### src/rtl/led_mode_ctrl.sv
// rtl/led_mode_ctrl.sv - LED mode sequencer driven by a debounced push-button
module led_mode_ctrl #(
    parameter int CLK_FREQ      = 50_000_000,
    parameter int LONG_PRESS_MS = 1000,
    parameter int SLOW_HALF_MS  = 500,
    parameter int FAST_HALF_MS  = 125
) (
    input  logic       clk,
    input  logic       rst_n,
    input  logic       btn_clean_i,
    output logic       led_o,
    output logic [1:0] mode_o,
    output logic       long_press_o
);

    localparam int LONG_CYC  = CLK_FREQ / 1000 * LONG_PRESS_MS;
    localparam int SLOW_CYC  = CLK_FREQ / 1000 * SLOW_HALF_MS;
    localparam int FAST_CYC  = CLK_FREQ / 1000 * FAST_HALF_MS;
    localparam int HOLD_W    = (LONG_CYC > 1) ? $clog2(LONG_CYC) : 1;
    localparam int BLINK_MAX = (SLOW_CYC > FAST_CYC) ? SLOW_CYC : FAST_CYC;
    localparam int BLINK_W   = (BLINK_MAX > 1) ? $clog2(BLINK_MAX) : 1;

    generate
        if (LONG_CYC < 2 || SLOW_CYC < 1 || FAST_CYC < 1) begin : g_bad_params
            $error("led_mode_ctrl: timing parameters give LONG_CYC<2 or a zero blink half-period");
        end
    endgenerate

    typedef enum logic [1:0] {ST_IDLE, ST_HELD, ST_LONG_DONE} press_state_t;
    typedef enum logic [1:0] {MODE_OFF, MODE_ON, MODE_SLOW, MODE_FAST} mode_t;

    press_state_t       state_q;
    mode_t              mode_q;
    mode_t              mode_nxt;
    logic               btn_prev;
    logic [HOLD_W-1:0]  hold_cnt;
    logic [BLINK_W-1:0] blink_cnt;
    logic               led_q;
    logic               long_q;

    logic btn_press;
    logic btn_rel;
    logic long_evt;
    logic short_evt;
    logic blink_last;
    logic in_blink;

    assign btn_press = btn_prev & ~btn_clean_i;
    assign btn_rel   = ~btn_prev & btn_clean_i;

    // Threshold beats a simultaneous release, so a long press is never seen as short.
    assign long_evt  = (state_q == ST_HELD) && (hold_cnt == HOLD_W'(LONG_CYC - 1));
    assign short_evt = (state_q == ST_HELD) && !long_evt && btn_rel;

    assign in_blink   = (mode_q == MODE_SLOW) || (mode_q == MODE_FAST);
    assign blink_last = (mode_q == MODE_SLOW) ? (blink_cnt == BLINK_W'(SLOW_CYC - 1))
                                              : (blink_cnt == BLINK_W'(FAST_CYC - 1));

    always_comb begin
        mode_nxt = mode_q;
        if (long_evt) begin
            mode_nxt = MODE_OFF;
        end else if (short_evt) begin
            mode_nxt = mode_t'(mode_q + 2'd1);
        end
    end

    always_ff @(posedge clk or negedge rst_n) begin
        if (!rst_n) begin
            state_q   <= ST_IDLE;
            mode_q    <= MODE_OFF;
            btn_prev  <= 1'b1;
            hold_cnt  <= '0;
            blink_cnt <= '0;
            led_q     <= 1'b0;
            long_q    <= 1'b0;
        end else begin
            btn_prev <= btn_clean_i;
            long_q   <= long_evt;
            mode_q   <= mode_nxt;

            case (state_q)
                ST_IDLE: begin
                    if (btn_press) begin
                        state_q  <= ST_HELD;
                        hold_cnt <= HOLD_W'(1);
                    end
                end
                ST_HELD: begin
                    if (long_evt) begin
                        state_q <= btn_rel ? ST_IDLE : ST_LONG_DONE;
                    end else if (btn_rel) begin
                        state_q <= ST_IDLE;
                    end else begin
                        hold_cnt <= hold_cnt + HOLD_W'(1);
                    end
                end
                ST_LONG_DONE: begin
                    if (btn_rel) begin
                        state_q <= ST_IDLE;
                    end
                end
                default: state_q <= ST_IDLE;
            endcase

            // Any mode change restarts the blink phase with the LED lit.
            if (mode_nxt != mode_q) begin
                blink_cnt <= '0;
                led_q     <= (mode_nxt != MODE_OFF);
            end else if (in_blink) begin
                if (blink_last) begin
                    led_q     <= ~led_q;
                    blink_cnt <= '0;
                end else begin
                    blink_cnt <= blink_cnt + BLINK_W'(1);
                end
            end else begin
                blink_cnt <= '0;
            end
        end
    end

    assign led_o        = led_q;
    assign mode_o       = mode_q;
    assign long_press_o = long_q;

endmodule
### config.mk
export PLATFORM = sky130hd
export DESIGN_NAME = led_mode_ctrl
export DESIGN_NICKNAME = d
export VERILOG_FILES = /design/src/rtl/led_mode_ctrl.sv
export SDC_FILE = /design/constraint.sdc
export NUM_CORES = 1
export LEC_CHECK = 0
export CAP_MARGIN = 5
export CORE_MARGIN = 3
export CORE_UTILIZATION = 30
export CTS_CLUSTER_SIZE = 24
export DETAILED_ROUTE_END_ITERATION = 7
export GPL_ROUTABILITY_DRIVEN = 0
export HOLD_SLACK_MARGIN = 0.06
export PLACE_DENSITY = 0.55
export SLEW_MARGIN = 10
export SYNTH_ARGS = -nofsm -noshare
export SYNTH_HDL_FRONTEND = slang
export SYNTH_SLANG_ARGS = --single-unit
export TNS_END_PERCENT = 10
### constraint.sdc
create_clock -name clk -period 6.15 [get_ports clk]
set_input_delay 0.9225 -clock clk [delete_from_list [all_inputs] [get_ports clk]]
set_output_delay 0.9225 -clock clk [all_outputs]
set_load 0.02 [all_outputs]
==> results of run 1 <==
## state kept, by name, summed over array words and instances (netlist names)
signal	cells
blink_cnt	25
btn_prev	1
hold_cnt	26
led_o	1
long_press_o	1
mode_o	2
state_q	2
## Yosys cell counts, types with 3 or more instances
cell / n / area, um2
dfrtp_1: 57 / 1430
xnor2_1: 35 / 307
nor2_1: 30 / 113
nor3_1: 30 / 150
nand3_1: 20 / 100
nand2_1: 19 / 71.3
inv_1: 11 / 41.3
nand4_1: 8 / 50.1
nor3_2: 8 / 80.1
a21oi_1: 7 / 35.0
and3_1: 7 / 43.8
buf_6: 7 / 78.8
xor2_1: 7 / 61.3
o21ai_0: 6 / 30.0
or4_1: 5 / 37.5
and4_1: 4 / 35.0
buf_2: 4 / 20.0
ha_1: 4 / 50.1
o31ai_1: 4 / 30.0
a211oi_1: 3 / 22.5
clkbuf_1: 3 / 11.3
nor4_1: 3 / 18.8
nor4_2: 3 / 37.5
nor4_4: 3 / 63.8
o211ai_1: 3 / 22.5
or4_4: 3 / 33.8
## power groups by stage
stage / logic (uW) / registers, uW / clock network (uW)
after CTS: 179 / 451 / 350
after detailed placement: 179 / 458 / 0
after global routing: 204 / 455 / 369
after global placement: 179 / 457 / 0
final: 175 / 450 / 335
after floorplan: 130 / 456 / 0
## worst max-delay path, delay by kind of cell, from the launching register on
| family | cells | cell delay, ns |
|---|---|---|
| and+or+nand+nor | 2 | 0.76 |
| adders and majority gates | 1 | 0.25 |
| AOI/OAI and AO/OA | 3 | 1.38 |
| DFF | 1 | 0.42 |
## worst paths after layout
| kind | endpoint | slack (ns) |
|---|---|---|
| worst max-delay path | led_o | 3.28 |
| worst min-delay path | blink_cnt[0] | 0.52 |
| worst max register to register | led_o | 3.28 |
| worst min register to register | blink_cnt[0] | 0.52 |
| max in group asynchronous | hold_cnt[18] | 4.91 |
| min in group asynchronous | blink_cnt[7] | 0.75 |
## cells by family after synthesis
family	Yosys count	share of synthesized area, %
AOI/OAI and AO/OA	34	8.55
buffers and inverters	26	4.76
muxes	1	0.337
and+or+nand+nor	164	30.3
adders and majority gates	4	1.50
xor gates and xnor gates	42	11.0
DFF	58	43.5
## cell type report
class                           instances  area [um2]  area share, %
Clock inverter                          6        57.6           1.58
Sequential cell                        58        1450           39.8
Inverter                               11        41.3           1.13
Multi-Input combinational cell        245        1730           47.4
Clock buffer                           10         128           3.49
Timing Repair Buffer                    8        70.1           1.92
Tap cell                              136         170           4.66
## per-layer routing
metal	vias up	track usage (%)
met2	26	18.1
li1	1190	-
met5	-	0
met4	0	2.51
met3	4	3.75
met1	1164	15.3
## metrics by stage
stage | util (%) | instance area (um2) | total power [uW] | setup WS (ns)
after detailed placement | 32.8 | 3470 | 637 | 2.95
after global routing | 34.6 | 3650 | 1030 | 2.96
after floorplan | - | 3340 | 587 | 3.81
after global placement | 32.8 | 3470 | 635 | 2.98
after CTS | 34.6 | 3650 | 981 | 3.21
final | 34.6 | 3650 | 960 | 3.28
==> metrics.md, run 1 <==
| Metric | Value |
|---|---|
| Status | `complete, no violations` |
| Most common cell after layout, fill and taps aside | `dfrtp_1` |
| Cell-internal power | `about 650 uW` |
| Sequential share of power | `a little under half` |
| Avg Cell Area, Syn | `between 10 and 15 um2` |
| Largest net degree at the start of global routing | `59` |
| Part of the power in the clock network | `approximately a third` |
| Hold Vio Cnt, Final | `0` |
| Port bufs | `6` |
| Fill count | `approximately 1100` |
| Via count | `2384` |
| CP max-delay cell | `a211oi_4` |
| Vias per inst | `about 5` |
| Synth-to-layout area growth | `9.41%` |
| Clock sink total | `58` |
| Initial antenna violation count | `0` |
| Worst Setup Path Type | `reg -> reg` |
| First drt pass iteration count | `4` |
| Clk slew on worst S/H paths | `0.07 ns` |
| Worst VDD drop | `between 0.09 and 0.1 mV` |
| PD cells | `around 260 mW/mm2` |
| Core Footprint | `between 0.01 and 0.015 mm2` |
| Warnings from Yosys | `0` |
| WHS Path Cells | `1` |
| Initial Utilization | `31.6%` |
| Commonest non-fill, non-tap cells in the layout | `57 x dfrtp_1, 35 x xnor2_1, 30 x nor2_1, 30 x nor3_1, 20 x nand3_1` |
| First-pass GRT wire length | `~12000 um` |
| Die Footprint | `0.0124 mm2` |
| Hold buffers post-CTS | `0` |
| Setup tns final | `0 ns` |
| Top_reg_cell synth | `dfrtp_1` |
| Ys async rst share | `100%` |
| Ant. Diodes | `0` |
| GRT overflow | `0` |
| Rows | `37` |
| Post-DP HPWL | `between 4000 and 5000 um` |
| Drt drc | `0` |
| Min Clock Period, post-route | `2.87 ns` |
| WL/cell | `between 10 and 15 um` |
| Bufs on Longest Clock Path | `2` |
| Seq cells post-synth | `58` |
| Die W | `roughly 110 um` |
| Switch share | `32.1%` |
| WL met2 | `slightly above 3000 um` |
| Routed Wire Length | `about 6500 um` |
| Vias in the first global route | `roughly 2400` |
| CP arrival | `around 3.1 ns` |
| Logic pwr share | `between 10% and 20%` |
| Reg2Reg Depth | `6` |
| Boundary pin count | `7` |
| Net Switching | `308 uW` |
| Met1 WL | `~3300 um` |
| Worst-skew pair later-pin latency | `0.33 ns` |
| Mapped Cells | `approximately 330` |
| CTS Buf Count | `9` |
| Nets@finish | `between 300 and 400` |
| Crit path launch | `hold_cnt[0]` |
| ANT nets after route | `0` |
| Worst hold path class | `reg -> reg` |
| Hold Path Origin | `blink_cnt[0]` |
| RSZ-0062 raised after global routing | `false` |
| CP peak stage delay | `approximately 0.95 ns` |
| Setup crit end kind | `flop` |
| Skew final | `0.0112 ns` |
| Share of cells above drive strength 1 | `between 10% and 20%` |
| Final period util | `46.7%` |
| TritonCTS clock tree | `built` |
| Finished Layout Cells | `around 470` |
| Max-capacitance violation count | `0` |
| Hold WS | `between 0.5 and 0.6 ns` |
| Worst r2r src | `hold_cnt[0]` |
| H-tree depth | `3` |
| Met3 Wirelength | `approximately 160 um` |
| Fmax | `348 MHz` |
| Critical-path cell list | `ha_1, and3_1, and4_1, a21oi_2, a211oi_4, o32a_1` |
| # setup viols final | `0` |
| Die H | `about 110 um` |
| CP max FO | `26` |
| Slew Limit Fails | `0` |
| Iter 0 DRT Violations | `~160` |
| Sequential share of the synthesized area | `between 40% and 50%` |
| Uppermost layer routed | `met4` |
| Post-synth EDFFs | `0` |
| Net count after synthesis | `roughly 340` |
| Critical Path RT | `6.42 ns` |
| Synth cell types | `55` |
| Post-CTS Setup Bufs | `0` |
| Startpoint Class | `flop` |
| Pin slew with the least headroom to its limit | `~1.1 ns` |
| Slew HR | `a little under a quarter` |
| Leakage | `between 0.001 and 0.0015 uW` |
| Post-CTS resize count | `0` |
| Total Routing Usage GR | `between 10% and 20%` |
| Root buf cell | `clkbuf_8` |
| Placed instance count | `458` |
| Mapped Area | `0.00334 mm2` |
Note: power is estimated with default switching activity, not from simulation.
==> run 2: changes to the inputs <==
- clock period: 6.15 -> 2.79 ns (I/O delays scaled with it)
==> metrics.md, run 2 (same netlist as run 1, synthesis figures left out) <==
| Metric | Value |
|---|---|
| Worst hold path class | `in -> async` |
| TritonCTS clock tree | `built` |
| Most common cell after layout, fill and taps aside | `dfrtp_1` |
| Clock sink total | `58 (unchanged)` |
| Critical-path cell list | `nor4bb_1, nand4_1, o21ai_1, nand2_1, mux2_2` |
| Bufs on Longest Clock Path | `2 (unchanged)` |
| Fmax | `414 MHz (+19%)` |
| Hold Vio Cnt, Final | `0 (unchanged)` |
| Placed instance count | `464 (+1.3%)` |
| Iter 0 DRT Violations | `99 (-39%)` |
| Status | `complete, no violations` |
| CTS Buf Count | `9 (unchanged)` |
| Biggest register | `hold_cnt` |
| CP arrival | `2.64 ns (-0.50 ns)` |
| Pin slew with the least headroom to its limit | `0.820 ns (-0.327 ns)` |
| Worst Setup Path Type | `reg -> reg` |
| Commonest non-fill, non-tap cells in the layout | `57 x dfrtp_1, 35 x xnor2_1, 30 x nor2_1, 30 x nor3_1, 20 x nand3_1` |
| Crit-path leading delay family | `simple AND/OR/NAND/NOR gates` |
| Finished Layout Cells | `480 (+1.3%)` |
| Worst VDD drop | `0.240 mV (+160%)` |
| Initial Utilization | `31.6% (unchanged)` |
| Critical Path RT | `3.02 ns (-3.40 ns)` |
| Worst-skew pair later-pin latency | `0.34 ns (about the same)` |
| Hold WS | `0.151 ns (-0.372 ns)` |
| Initial antenna violation count | `0 (unchanged)` |
| Startpoint Class | `flop` |
| ANT nets after route | `0 (unchanged)` |
| Largest net degree at the start of global routing | `34 (-42%)` |
| PD cells | `590 mW/mm2 (+120%)` |
| Final period util | `86.5% (+40 points)` |
| Skew final | `0.0111 ns (-0.000138 ns)` |
| Root buf cell | `clkbuf_8` |
| Ant. Diodes | `0 (unchanged)` |
| Post-DP HPWL | `4820 um (+9.3%)` |
| Reg2Reg Depth | `5 (-1)` |
| Min Clock Period, post-route | `2.41 ns (-0.457 ns)` |
| Synth-to-layout area growth | `11.1%` |
| Slew HR | `45.0% (+22 points)` |
| GRT overflow | `0 (unchanged)` |
| Slew Limit Fails | `0 (unchanged)` |
| Rows | `37 (unchanged)` |
| Routed Wire Length | `6880 um (+5.2%)` |
| CP max FO | `14 (-46%)` |
| Total Routing Usage GR | `11.8% (+0.37 points)` |
| Post-CTS resize count | `0 (unchanged)` |
| Port bufs | `6 (unchanged)` |
| Die Footprint | `0.0124 mm2 (unchanged)` |
| CP peak stage delay | `0.69 ns (-0.26 ns)` |
| Largest regs | `hold_cnt: 26 flops, blink_cnt: 25 flops` |
| Share of cells above drive strength 1 | `16.9% (+1.5 points)` |
| R2r setup slk | `0.38 ns (-2.90 ns)` |
| Leakage | `0.00138 uW (+2.8%)` |
| Vias in the first global route | `2516 (+5.9%)` |
| Nets@finish | `346 (+1.8%)` |
| RSZ-0062 raised after global routing | `false` |
| Setup tns final | `0 ns (unchanged)` |
| Die H | `111 um (unchanged)` |
| Sum of buffers and inverters on the critical path | `0 (unchanged)` |
| CP max-delay cell | `o21ai_1` |
| Boundary pin count | `7 (unchanged)` |
| Core Footprint | `0.0106 mm2 (unchanged)` |
| Max FFs per register | `26 (unchanged)` |
| First drt pass iteration count | `4 (unchanged)` |
| # setup viols final | `0 (unchanged)` |
| Worst r2r src | `hold_cnt[16]` |
| Die W | `111 um (unchanged)` |
| Max-capacitance violation count | `0 (unchanged)` |
| Hold buffers post-CTS | `0 (unchanged)` |
| R2r endpoint | `hold_cnt[0]` |
| Setup crit end kind | `flop` |
| H-tree depth | `3 (unchanged)` |
| First-pass GRT wire length | `12200 um (+3.8%)` |
| Drt drc | `0 (unchanged)` |
| Via count | `2419 (+1.5%)` |
| Vias per inst | `5.04 (+0.20%)` |
| Post-CTS Setup Bufs | `0 (unchanged)` |
| WL/cell | `14.3 um (+3.9%)` |
| Clk slew on worst S/H paths | `0.07 ns (about the same)` |
## run 2: changes by cell type in the layout (fill, tap and decap cells not counted)
cell        before  now
buf_4            2    8
clkbuf_8         9   10
clkinv_2         4    3
clkinv_4         0    1
clkinvlp_4       1    0
## run 2: final cells by class
cell class | count | area, um2
inverter | 11 | 41.3
timing repair buffer | 14 | 115
fill | 1073 | 6850
sequential | 58 | 1450
clock buffer | 11 | 141
tap | 136 | 170
clock inverter | 5 | 53.8
multi-input combinational | 245 | 1730
## run 2: per-layer routing
layer  routed length, um  GRT usage [%]
met1                3280           15.2
met2                3300           19.1
met5                   0              0
met3                 191           3.15
met4                 104           4.30
## run 2: stage by stage
| step | instance area [um2] | power [uW] | worst slack [ns] | util (%) |
|---|---|---|---|---|
| finish | 3710 | 2190 | 0.376 | 35.1 |
| global placement | 3510 | 1440 | 0.390 | 33.3 |
| global route | 3710 | 2310 | 0.171 | 35.1 |
| floorplan | 3340 | 1290 | 0.595 | - |
| CTS | 3710 | 2220 | 0.386 | 35.1 |
| detailed placement | 3510 | 1440 | 0.350 | 33.3 |
## run 2: where the power goes
group          switching, uW  internal, uW  total [uW]  leakage, uW
clock network            340           434         773     0.000103
logic                    269           157         426     0.000487
registers               87.1           902         989     0.000792
## run 2: worst max-delay path by stage
stage / cells after the start / from / end / slack [ns]
2_1_floorplan: 8 / mode_o[0] / blink_cnt[15] / 0.60
3_3_place_gp: 6 / btn_clean_i / hold_cnt[11] / 0.39
3_5_place_dp: 6 / btn_clean_i / hold_cnt[11] / 0.35
4_1_cts: 6 / hold_cnt[0] / hold_cnt[0] / 0.39
5_1_grt: 6 / hold_cnt[0] / hold_cnt[0] / 0.17
6_report: 5 / hold_cnt[16] / hold_cnt[0] / 0.38
